[src/rtl/prog_loader.sv]
// prog_loader: streams a length-prefixed, checksummed program image from a
// valid/ready byte source into program memory, holding the CPU in reset
// until the image has been fully written and its checksum verified.
//
// Stream format: L (0 means 256), L image bytes, checksum C.
// The image is accepted when (sum of image bytes + C) mod 256 == 0.
module prog_loader #(
    parameter logic [7:0] BASE_ADDR = 8'h00,
    parameter int         DATA_W    = 8
) (
    input  logic              ph1,
    input  logic              reset,
    input  logic              load_req,
    input  logic              in_valid,
    input  logic [DATA_W-1:0] in_data,
    output logic              in_ready,
    output logic [7:0]        mem_addr,
    output logic [DATA_W-1:0] mem_wdata,
    output logic              mem_we,
    output logic              cpu_reset,
    output logic              busy,
    output logic              done,
    output logic              err
);

    typedef enum logic [2:0] {
        S_IDLE  = 3'd0,
        S_LEN   = 3'd1,
        S_LOAD  = 3'd2,
        S_CHECK = 3'd3,
        S_RUN   = 3'd4,
        S_ERROR = 3'd5
    } state_t;

    state_t      r_state;
    state_t      w_next;

    logic [7:0]  r_len;
    logic [7:0]  r_idx;
    logic [7:0]  r_sum;

    logic        r_in_ready;
    logic        r_mem_we;
    logic [7:0]  r_mem_addr;
    logic [7:0]  r_mem_wdata;
    logic        r_cpu_reset;
    logic        r_busy;
    logic        r_done;
    logic        r_err;

    logic        w_hs;
    logic        w_last;
    logic [7:0]  w_len_m1;
    logic [7:0]  w_sum_nx;
    logic        w_busy_nx;

    // A byte moves only when the source offers it and we advertised ready.
    assign w_hs      = in_valid & r_in_ready;
    // L=0 encodes 256: L-1 wraps to 8'hFF, which the 8-bit index reaches on byte 256.
    assign w_len_m1  = r_len - 8'd1;
    assign w_last    = (r_idx == w_len_m1);
    // Running sum including the byte currently on in_data; in CHECK this is sum + C.
    assign w_sum_nx  = r_sum + in_data;
    assign w_busy_nx = (w_next == S_LEN) || (w_next == S_LOAD) || (w_next == S_CHECK);

    // State register.
    always_ff @(posedge ph1 or posedge reset) begin
        if (reset) begin
            r_state <= S_IDLE;
        end else begin
            r_state <= w_next;
        end
    end

    // Next-state logic; load_req is only honoured when no load is in flight.
    always_comb begin
        w_next = r_state;
        case (r_state)
            S_IDLE: begin
                if (load_req) w_next = S_LEN;
                else          w_next = S_IDLE;
            end
            S_LEN: begin
                if (w_hs) w_next = S_LOAD;
                else      w_next = S_LEN;
            end
            S_LOAD: begin
                if (w_hs && w_last) w_next = S_CHECK;
                else                w_next = S_LOAD;
            end
            S_CHECK: begin
                if (w_hs) begin
                    if (w_sum_nx == 8'd0) w_next = S_RUN;
                    else                  w_next = S_ERROR;
                end else begin
                    w_next = S_CHECK;
                end
            end
            S_RUN: begin
                if (load_req) w_next = S_LEN;
                else          w_next = S_RUN;
            end
            S_ERROR: begin
                if (load_req) w_next = S_LEN;
                else          w_next = S_ERROR;
            end
            default: begin
                w_next = S_IDLE;
            end
        endcase
    end

    // Status outputs registered from the next state so they track the state exactly.
    always_ff @(posedge ph1 or posedge reset) begin
        if (reset) begin
            r_in_ready  <= 1'b0;
            r_busy      <= 1'b0;
            r_done      <= 1'b0;
            r_err       <= 1'b0;
            r_cpu_reset <= 1'b1;
        end else begin
            r_in_ready  <= w_busy_nx;
            r_busy      <= w_busy_nx;
            r_done      <= (w_next == S_RUN);
            r_err       <= (w_next == S_ERROR);
            r_cpu_reset <= (w_next != S_RUN);
        end
    end

    // Length/index/sum tracking and the one-cycle memory write per image byte.
    always_ff @(posedge ph1 or posedge reset) begin
        if (reset) begin
            r_len       <= 8'd0;
            r_idx       <= 8'd0;
            r_sum       <= 8'd0;
            r_mem_we    <= 1'b0;
            r_mem_addr  <= BASE_ADDR;
            r_mem_wdata <= 8'd0;
        end else begin
            r_mem_we <= 1'b0;
            case (r_state)
                S_LEN: begin
                    if (w_hs) begin
                        r_len <= in_data;
                        r_idx <= 8'd0;
                        r_sum <= 8'd0;
                    end
                end
                S_LOAD: begin
                    if (w_hs) begin
                        r_mem_we    <= 1'b1;
                        r_mem_addr  <= BASE_ADDR + r_idx;
                        r_mem_wdata <= in_data;
                        r_sum       <= w_sum_nx;
                        r_idx       <= r_idx + 8'd1;
                    end
                end
                default: begin
                    // Length and checksum bytes never write memory.
                end
            endcase
        end
    end

    assign in_ready  = r_in_ready;
    assign mem_we    = r_mem_we;
    assign mem_addr  = r_mem_addr;
    assign mem_wdata = r_mem_wdata;
    assign cpu_reset = r_cpu_reset;
    assign busy      = r_busy;
    assign done      = r_done;
    assign err       = r_err;

endmodule
[config.mk]
export PLATFORM = sky130hd
export DESIGN_NAME = prog_loader
export DESIGN_NICKNAME = d
export VERILOG_FILES = /design/src/rtl/prog_loader.sv
export SDC_FILE = /design/constraint.sdc
export NUM_CORES = 1
export LEC_CHECK = 0
export CORE_UTILIZATION = 40
export DETAILED_ROUTE_END_ITERATION = 8
export PLACE_DENSITY = 0.69
export SLEW_MARGIN = 20
export SYNTH_ARGS = -nofsm -noshare
export SYNTH_HDL_FRONTEND = slang
export SYNTH_SLANG_ARGS = --single-unit
[constraint.sdc]
create_clock -name ph1 -period 2.6 [get_ports ph1]
set_input_delay 0.52 -clock ph1 [delete_from_list [all_inputs] [get_ports ph1]]
set_output_delay 0.52 -clock ph1 [all_outputs]
set_load 0.005 [all_outputs]
# Yosys cells after proc, flatten, opt, wreduce, memory -nomap -nowiden

Index checks and enable logic that the tools add are counted.

Register bits after elaboration: 48
Input port bits: 12
Output and inout bits: 22
Word-level logic and storage cells: 53

Add/subtract/negate cells: 3
Equality and inequality tests: 14
Mux-type cells: 15
Bitwise operators: 1
Reduce and logical (&&, ||, !) cells: 9

Operators by type and width:

| kind                                              | number |
|---|---|
| case mux 8 bit (2 select lines)                   | 2 |
| 2-to-1 mux 8 bit                                  | 3 |
| case mux 3 bit (6 select lines)                   | 1 |
| == test 3 x 2 -> 1 bit (second input constant)    | 4 |
| == test 3 bit (second input constant)             | 4 |
| 2-to-1 mux 3 bit                                  | 3 |
| adder 8 x 1 -> 8 bit (second input constant)      | 1 |
| adder 8 bit                                       | 1 |
| == test 8 bit                                     | 1 |
| logical NOT 8 bit                                 | 1 |
| subtractor 8 x 1 -> 8 bit (second input constant) | 1 |
| == test 3 x 1 -> 1 bit (second input constant)    | 2 |
| 2-to-1 mux 1 bit                                  | 5 |
| inequality test 2 bit (second input constant)     | 2 |
| AND reduction 2 bit                               | 2 |
| logical NOT 3 bit                                 | 1 |
| inequality test 3 bit (second input constant)     | 1 |
| AND reduction 3 bit                               | 1 |
| logical OR 1 bit                                  | 2 |
| 2-to-1 mux 2 bit                                  | 1 |
| nonzero test 2 bit                                | 1 |
| AND 1 bit                                         | 1 |
| logical AND 1 bit                                 | 1 |

# Logic depth before layout (Yosys ltp)

Gate-level depths: netlist (run 1).

Depth in word-level cells: 8
Gate-level depth with buffers: 8
Depth with buffers taken out: 8

# Worst setup path before layout (run 1)

Ideal clock, no wire load.

Kind: input to register
Start: input port in_data[0]
End: register r_cpu_reset, in the netlist cpu_reset
Library setup time: 0.076 ns
Data arrival time: 2.279 ns
Required time: 2.524 ns
Slack: 0.245 ns
Cell stages on the path: 8
Buffers on the path: 0
Path through: ha_1 > fa_1 > a211o_1 > a21oi_2 > o21ai_1 > o41ai_4 > nand3_2 > nand2b_4

Cells in the longest elaborated chain, start to end: 6

RTL lines:

| what                            | RTL line | source |
|---|---|---|
| start: declaration              | 15       | `input logic [DATA_W-1:0] in_data,` |
| adder 8 bit                     | 63       | `assign w_sum_nx = r_sum + in_data;` |
| logical NOT 8 bit               | 93       | `if (w_sum_nx == 8'd0) w_next = S_RUN;` |
| 2-to-1 mux 1 bit                | 93       |  |
| 2-to-1 mux 3 bit                | 92       | `if (w_hs) begin` |
| case mux 3 bit (6 select lines) | 78       | `case (r_state)` |
| via w_next[0]                   | 36       | `state_t w_next;` |
| inequality test 3 bit           | 126      | `r_cpu_reset <= (w_next != S_RUN);` |
| end signal: assignment          | 126      |  |
| end: declaration                | 46       | `logic r_cpu_reset;` |

The timed path passes the listed nets, and every way through them passes these cells.
A chain may end at the register's enable or synchronous reset.

# Worst setup path in the final report (run 1)

Start: input port in_data[1]
End: register r_cpu_reset, in the netlist cpu_reset

Same word-level chain as after synthesis.

==> run_results.csv, run 1 <==
group,metric,value,unit
global_route,grt_pass1_vias,1940,
placed_design,placedInstanceArea,0.00307,mm2
sta,relative_slew_slack,61.1,%
power_and_ir_drop,p_leak,1.44,nW
critical_path,crit_path_start_kind,"input pin",
power_and_ir_drop,power_density,1030,mW/mm2
die,core-area,0.00596,mm2
sta,min_period_over_period,97.1,%
route,drtPass1Iterations,4,
logic_synthesis,synthesized_instance_count,220,
die,die_x,81.0,um
sta,max_slew.worst_pin.slew,0.583,ns
power_and_ir_drop,internal-power,2.12,mW
power_and_ir_drop,swShare,36.0,%
critical_path,end_kind,"flop",
die,pin_count,34,
layout,design.final.nets,298,
die,die_height,81.0,um
placed_design,place_congestion,0.792,
outcome,run_status,"finished clean",
critical_path,crit-reg2reg-capture,"cpu_reset$_DFF_PP1_",
cts,number_of_levels_the_h_tree_was_split_into,2,
route,final_antenna_net_count,0,
logic_synthesis,synth.yosys.warnings,0,
sta,timing_hold_violations_final,0,
min_path,min_from,"r_sum[4]$_DFFE_PP0P_",
power_and_ir_drop,clock_power_share,16.3,%
critical_path,critical-path-max-stage-delay,0.49,ns
layout,fillerInstances,544,
sta,layout_setup_ws,0.0763,ns
min_path,whs_path_depth,2,
route,finalWirelength,5.54,mm
power_and_ir_drop,power.switching,1.19,mW
power_and_ir_drop,peakVddDrop,0.000536,V
sta,max_clock_freq,396,MHz
global_route,global_route_wire_length_before_repair,9.38,mm
route,viasPerCell,5.32,
route,drtIter0Drc,121,
cts,clock_sink_count,48,
critical_path,setup.worst_path.class,"input pin to flop",
logic_synthesis,syn-mean-instance-area,11.3,um2
logic_synthesis,yosys-top-cells-area,"sky130_fd_sc_hd__dfrtp_1 47%, sky130_fd_sc_hd__mux2_2 9.9%, sky130_fd_sc_hd__xor2_1 4.9%",
critical_path,cp_slowest_cell,"sky130_fd_sc_hd__clkdlybuf4s50_1",
critical_path,timing.critical_path.arrival,2.76,ns
cts,cts_hold_repair.buffers,0,
sta,drv_slew,0,
power_and_ir_drop,pwr-share-seq,36.8,%
sta,timing.clock.skew,0.00516,ns
critical_path,regToRegSetupSlack,0.27,ns
route,via_count,1873,
logic_synthesis,post-synth-top-area-fraction,47.1,%
global_route,grt.total_usage,18.9,%
sta,final_critical_delay_including_setup_and_external_delays,2.52,ns
global_route,pin_count_of_the_biggest_net_entering_global_routing,27,
logic_synthesis,synth_seq_area_share,48.2,%
critical_path,critical_path.cell_chain,"clkdlybuf4s50_1, fa_2, a211o_1, a21oi_2, o21ai_1, o41ai_4, nand3_2, nand2b_4",
sta,setup_viol,0,
min_path,hold_path.class,"flop to flop",
logic_synthesis,syn-cell-area,0.00249,mm2
logic_synthesis,synth_edf_count,0,
critical_path,startpoint_of_the_most_critical_register_to_register_path,"r_sum[0]$_DFFE_PP0P_",
logic_synthesis,most_instantiated_flip_flop_cell_in_the_synthesis_netlist,"sky130_fd_sc_hd__dfrtp_1",
critical_path,worst-r2r-cell-count,8,
layout,layout.cells.most_common,"sky130_fd_sc_hd__dfrtp_1",
cts,clk_pin_slew_worst_paths,0.08,ns
cts,cts-root-buf,"sky130_fd_sc_hd__clkbuf_8",
global_route,grt_overflow_total,0,
placed_design,post-place-ws,-0.462,ns
layout,commonest_non_fill_non_tap_cells_in_the_layout,"47 x sky130_fd_sc_hd__dfrtp_1, 32 x sky130_fd_sc_hd__clkdlybuf4s50_1, 22 x sky130_fd_sc_hd__mux2_2, 22 x sky130_fd_sc_hd__buf_4, 19 x sky130_fd_sc_hd__nand2_1",
logic_synthesis,cell_type_with_the_largest_total_area_after_synthesis,"sky130_fd_sc_hd__dfrtp_1",
layout,diodes,0,
layout,multi_input_area,0.00127,mm2
die,placement_rows,28,
cts,clock_insertion_delay_worst_skew,0.30,ns
logic_synthesis,mappedNetlistNets,242,
global_route,antenna_found_initial,0,
layout,final_area,0.00322,mm2
cts,tritoncts,"yes",
placed_design,hpwl,4.11,mm
critical_path,worstPathMaxFanout,3,
cts,max-clock-path-buffers,2,
logic_synthesis,postSynthRegisterBits,48,
placed_design,io_buffer_count,33,
layout,flow.area_growth_from_synthesis,28.9,%
logic_synthesis,synth_cell_type_count,52,
die,floorplan.initialDensity,41.9,%
cts,cts_made_buffers,5,
critical_path,worst-endpoint-required,2.84,ns
route,wl_per_cell,15.7,um
layout,final_layout_size_suffix_gt1_share,25.6,%
power_and_ir_drop,combPwrFrac,46.9,%
route,route.detailed.drc,0,
layout,seqCellArea,0.00120,mm2
min_path,worstHoldEndpoint,"r_sum[4]$_DFFE_PP0P_",
die,floorplan.die_area,0.00656,mm2
run,max_cap_violations,0,
logic_synthesis,synth_async_sr_flop_share,100,%
## timing repair
action	CTS	global route
setup endpoints to repair	5	3
pin swaps	1	1
setup buffers	0	0
resized for setup	3	4
## power by group through the flow
stage	Combinational, mW	Sequential (mW)	Clock [mW]
3_3_place_gp	1.45	1.22	0
5_1_grt	1.72	1.26	0.580
4_1_cts	1.51	1.22	0.553
3_5_place_dp	1.50	1.23	0
6_report	1.56	1.22	0.540
2_1_floorplan	0.929	1.19	0
## state kept, by name, summed over array words and instances, names as in the netlist
register	count
r_idx	8
r_sum	8
mem_we	1
r_state	3
cpu_reset	1
r_len	8
err	1
done	1
mem_wdata	8
mem_addr	8
busy	1
## worst max path at each step
stage	from	to	slack, ns	depth (start not counted)
after global placement	in_data[0]	cpu_reset$_DFF_PP1_	-0.34	9
after global routing	in_data[1]	cpu_reset$_DFF_PP1_	-0.003	8
after detailed placement	in_data[0]	cpu_reset$_DFF_PP1_	-0.46	9
after CTS	in_data[5]	cpu_reset$_DFF_PP1_	0.04	8
after floorplan	in_data[0]	cpu_reset$_DFF_PP1_	0.24	8
final	in_data[1]	cpu_reset$_DFF_PP1_	0.08	8
## metal layers
layer / global-route usage (%) / part of all wire [%] / vias up
met5: 0 / 0 / -
met4: 7.32 / 1.4 / 0
met3: 4.04 / 3.8 / 12
met2: 31.5 / 50 / 52
met1: 23.9 / 45 / 909
li1: - / - / 900
## per-stage QoR
| step | util (%) | instances | setup TNS (ns) | total power [mW] | hold WS (ns) |
|---|---|---|---|---|---|
| final | 54.0 | 352 | 0 | 3.32 | 0.494 |
| after global routing | 54.0 | 352 | -0.00329 | 3.56 | 0.532 |
| after CTS | 53.4 | 352 | 0 | 3.28 | 0.499 |
| after detailed placement | 51.5 | 344 | -2.11 | 2.73 | 0.483 |
| after global placement | 51.5 | 344 | -1.45 | 2.67 | 0.481 |
| after floorplan | - | 220 | 0 | 2.12 | 0.453 |
## synth_stat cells (2+ instances only)
| cell | n |
|---|---|
| sky130_fd_sc_hd__buf_2 | 4 |
| sky130_fd_sc_hd__inv_1 | 6 |
| sky130_fd_sc_hd__nor3_1 | 5 |
| sky130_fd_sc_hd__a211oi_1 | 2 |
| sky130_fd_sc_hd__dfrtp_1 | 47 |
| sky130_fd_sc_hd__nand2_1 | 19 |
| sky130_fd_sc_hd__and3_1 | 2 |
| sky130_fd_sc_hd__and3b_1 | 3 |
| sky130_fd_sc_hd__xnor2_1 | 5 |
| sky130_fd_sc_hd__o21ai_1 | 5 |
| sky130_fd_sc_hd__ha_1 | 9 |
| sky130_fd_sc_hd__nand4_1 | 5 |
| sky130_fd_sc_hd__nor2_1 | 15 |
| sky130_fd_sc_hd__a21oi_1 | 5 |
| sky130_fd_sc_hd__mux2_2 | 22 |
| sky130_fd_sc_hd__o21ai_0 | 5 |
| sky130_fd_sc_hd__nand3_1 | 3 |
| sky130_fd_sc_hd__o211ai_1 | 3 |
| sky130_fd_sc_hd__a22o_1 | 3 |
| sky130_fd_sc_hd__nor3b_1 | 3 |
| sky130_fd_sc_hd__xor2_1 | 14 |
| sky130_fd_sc_hd__clkbuf_1 | 2 |
| sky130_fd_sc_hd__nor2b_1 | 4 |
## critical path: cells and delay by family
| family | cells | cell delay [ns] |
|---|---|---|
| AO/OA/AOI/OAI | 4 | 1.00 |
| adder cells (fa/ha/maj) | 1 | 0.45 |
| buffers and inverters | 1 | 0.49 |
| AND/OR/NAND/NOR | 2 | 0.30 |
## final cells by class
type                            instances  share of cell area, %
Sequential cell                        48                   37.4
Tap cell                               75                   2.92
Inverter                                7                  0.856
Clock buffer                            6                   2.26
Clock inverter                          2                   1.09
Multi-Input combinational cell        158                   39.5
Timing Repair Buffer                   56                   16.0
## cell families (layout without fill, tap and decap cells)
kind of cell | after synthesis | after routing | share of synthesized area, %
and+or+nand+nor | 69 | 69 | 15.3
DFF | 48 | 48 | 48.2
AOI/OAI and AO/OA | 38 | 38 | 12.1
muxes | 22 | 22 | 9.93
xor gates and xnor gates | 19 | 19 | 6.67
buffers and inverters | 14 | 71 | 2.51
adders and majority gates | 10 | 10 | 5.32
Note: power is estimated with default switching activity, not from simulation.
==> run 2, diff against run 1 <==
--- a/config.mk
+++ b/config.mk
@@ -5,9 +5,12 @@
 export SDC_FILE = /design/constraint.sdc
 export NUM_CORES = 1
 export LEC_CHECK = 0
+export ABC_AREA = 1
+export CELL_PAD_IN_SITES_DETAIL_PLACEMENT = 0
+export CELL_PAD_IN_SITES_GLOBAL_PLACEMENT = 1
 export CORE_UTILIZATION = 40
 export DETAILED_ROUTE_END_ITERATION = 8
-export PLACE_DENSITY = 0.69
+export PLACE_DENSITY = 0.85
 export SLEW_MARGIN = 20
 export SYNTH_ARGS = -nofsm -noshare
 export SYNTH_HDL_FRONTEND = slang
==> run 2 against run 1 <==
Against the previous run:
- the flow now finishes with violations (DRC)
- clock power fell by 14%
- sequential share of layout area fell by 0.54 points
- routed wire length rose by 2.3%
- worst setup slack improved by 0.25 ns
- clock skew rose by 0.0017 ns
- first-iteration DRC count fell by 16%
- global-route usage fell by 1.6 points
- die area rose by 9.8%
- critical path type unchanged
- non-clock buffer count fell by 18
==> run_results.csv, run 2 <==
group,metric,value,unit
outcome,run_status,"finished with violations",
outcome,violations,"DRC",
die,die_height,84.8,um
route,wl_met3,110,um
sta,relative_slew_slack,66.4,%
min_path,hold_path.class,"flop to flop",
die,floorplan.initialDensity,42.3,%
route,via_count,2193,
cts,tritoncts,"yes",
logic_synthesis,synth_async_sr_flop_share,100,%
logic_synthesis,post-synth-top-area-fraction,42.8,%
cts,cts_hold_repair.buffers,0,
logic_synthesis,synthMostInstantiatedCell,"sky130_fd_sc_hd__nand2_1",
placed_design,io_buffer_count,33,
sta,timing_hold_violations_final,0,
critical_path,worst-endpoint-required,2.85,ns
critical_path,worst-r2r-cell-count,11,
cts,clock_insertion_delay_worst_skew,0.30,ns
logic_synthesis,synthesized_instance_count,342,
placed_design,placedInstanceArea,0.00317,mm2
logic_synthesis,most_instantiated_flip_flop_cell_in_the_synthesis_netlist,"sky130_fd_sc_hd__dfrtp_1",
critical_path,timing.critical_path.arrival,2.52,ns
layout,final_area,0.00326,mm2
route,drtPass1Iterations,7,
critical_path,worstPathMaxFanout,4,
die,placement_rows,29,
logic_synthesis,synth.yosys.warnings,0,
cts,clk_pin_slew_worst_paths,0.09,ns
route,route.detailed.drc,2,
critical_path,startpoint_of_the_most_critical_register_to_register_path,"r_sum[0]$_DFFE_PP0P_",
logic_synthesis,synth_seq_area_share,43.8,%
layout,diodes,0,
critical_path,crit_path_start_kind,"input pin",
min_path,min_from,"mem_addr[4]$_DFFE_PP0P_",
logic_synthesis,cell_type_with_the_largest_total_area_after_synthesis,"sky130_fd_sc_hd__dfrtp_1",
power_and_ir_drop,p_leak,1.71,nW
cts,clock_sink_count,48,
die,floorplan.die_area,0.00720,mm2
global_route,pin_count_of_the_biggest_net_entering_global_routing,26,
power_and_ir_drop,design_power_total,3.41,mW
critical_path,setup.worst_path.class,"input pin to flop",
cts,cts_made_buffers,5,
route,drtIter0Drc,102,
logic_synthesis,syn-cell-area,0.00275,mm2
placed_design,placedCellCount,450,
logic_synthesis,postSynthRegisterBits,48,
global_route,grt_pass1_vias,2091,
route,finalWirelength,5.67,mm
sta,setup_tns,0,ns
power_and_ir_drop,power_density,1050,mW/mm2
logic_synthesis,netlist_top_cells_count,"94 x sky130_fd_sc_hd__nand2_1, 51 x sky130_fd_sc_hd__inv_1, 47 x sky130_fd_sc_hd__dfrtp_1",
layout,final_layout_size_suffix_gt1_share,10.8,%
sta,timing.clock.skew,0.00688,ns
global_route,antenna_found_initial,0,
global_route,grt.total_usage,17.3,%
cts,post_cts_setup_repair_buffer_count,0,
cts,max-clock-path-buffers,2,
power_and_ir_drop,peakVddDrop,0.000445,V
logic_synthesis,syn-mean-instance-area,8.03,um2
sta,final_critical_delay_including_setup_and_external_delays,2.27,ns
sta,max_clock_freq,440,MHz
layout,flow.area_growth_from_synthesis,18.9,%
logic_synthesis,mappedNetlistNets,364,
critical_path,regToRegSetupSlack,0.62,ns
min_path,whs_path_depth,2,
sta,setup_viol,0,
sta,min_period_over_period,87.4,%
layout,utilization_of_the_core_after_routing,50.2,%
cts,number_of_levels_the_h_tree_was_split_into,2,
sta,max_slew.worst_pin.slew,0.503,ns
layout,commonest_non_fill_non_tap_cells_in_the_layout,"94 x sky130_fd_sc_hd__nand2_1, 50 x sky130_fd_sc_hd__inv_1, 47 x sky130_fd_sc_hd__dfrtp_1",
cts,post_cts_sizing_count,0,
route,final_antenna_net_count,0,
layout,design.final.nets,402,
die,die_x,84.8,um
layout,layout.cells.most_common,"sky130_fd_sc_hd__nand2_1",
route,dr.max_layer_used,"met4",
layout,final_cell_count_no_fill,458,
logic_synthesis,yosys-top-cells-area,"sky130_fd_sc_hd__dfrtp_1 43%, sky130_fd_sc_hd__nand2_1 13%, sky130_fd_sc_hd__inv_1 7.0%",
route,viasPerCell,4.79,
placed_design,place_congestion,0.867,
die,core-area,0.00649,mm2
route,routed-wl-met2,2.79,mm
run,max_cap_violations,0,
global_route,global_route_wire_length_before_repair,9.69,mm
sta,drv_slew,0,
route,wl_per_cell,12.4,um
logic_synthesis,synth_edf_count,0,
die,pin_count,34,
placed_design,hpwl,4.42,mm
critical_path,crit-reg2reg-capture,"cpu_reset$_DFF_PP1_",
critical_path,end_kind,"flop",
sta,rsz0062_at_grt,"no",
route,met1Wirelength,2.67,mm
global_route,grt_overflow_total,0,
logic_synthesis,synth_cell_type_count,38,
min_path,worstHoldEndpoint,"mem_addr[4]$_DFFE_PP0P_",
cts,cts-root-buf,"sky130_fd_sc_hd__clkbuf_8",
## run 2: cell families (layout without fill, tap and decap cells)
group,count (synthesis),after routing,synth area share [%]
and+or+nand+nor,167,167,30.2
buffers and inverters,62,101,8.98
DFF,48,48,43.8
AOI/OAI and AO/OA,47,47,9.66
adders and majority gates,10,10,4.83
xor gates and xnor gates,8,8,2.55
## run 2: report_power, final
part / total [mW] / leakage, nW / switching [mW] / internal [mW]
clock: 0.463 / 0.0445 / 0.247 / 0.216
sequential: 1.27 / 0.627 / 0.242 / 1.03
combinational: 1.68 / 1.04 / 0.944 / 0.736
## run 2: through the flow
step	setup slack (ns)	hold WS (ns)
2_1_floorplan	0.603	0.453
6_report	0.327	0.490
3_3_place_gp	0.0952	0.464
4_1_cts	0.334	0.494
3_5_place_dp	0.00542	0.472
5_1_grt	0.138	0.506
## run 2: worst max path at each step
stage,slack [ns],end,cells after the start,from
floorplan,0.60,cpu_reset$_DFF_PP1_,11,in_data[0]
finish,0.33,cpu_reset$_DFF_PP1_,12,in_data[0]
CTS,0.33,cpu_reset$_DFF_PP1_,12,in_data[0]
detailed placement,0.005,cpu_reset$_DFF_PP1_,12,in_data[0]
global placement,0.1,busy$_DFF_PP0_,12,in_data[0]
global route,0.14,busy$_DFF_PP0_,13,in_data[0]
## run 2: critical path, cell delays in order
cell and delay (ns):
sky130_fd_sc_hd__clkdlybuf4s50_1 0.44, sky130_fd_sc_hd__ha_1 0.24, sky130_fd_sc_hd__fa_1 0.44, sky130_fd_sc_hd__xor2_1 0.20
sky130_fd_sc_hd__nor2_1 0.11, sky130_fd_sc_hd__nand3_1 0.09, sky130_fd_sc_hd__nor2_1 0.09, sky130_fd_sc_hd__nand2_1 0.07
sky130_fd_sc_hd__nand2_2 0.08, sky130_fd_sc_hd__nand3_2 0.09, sky130_fd_sc_hd__nor2_4 0.10, sky130_fd_sc_hd__inv_2 0.03
## run 2: layout make-up
type / count / area (um2)
clock buffers: 7 / 86.3
clock inverters: 1 / 7.51
multi-input cells: 232 / 1300
well taps: 77 / 96.3
inverters: 55 / 206
fillers: 620 / 3230
flip-flops and latches: 48 / 1200
repair buffers: 38 / 368
## run 2: layer usage
layer,track usage (%),vias to the layer above
li1,-,1154
met1,22.6,1009
met2,28.6,23
met3,3.79,7
met4,6.16,0
met5,0,-
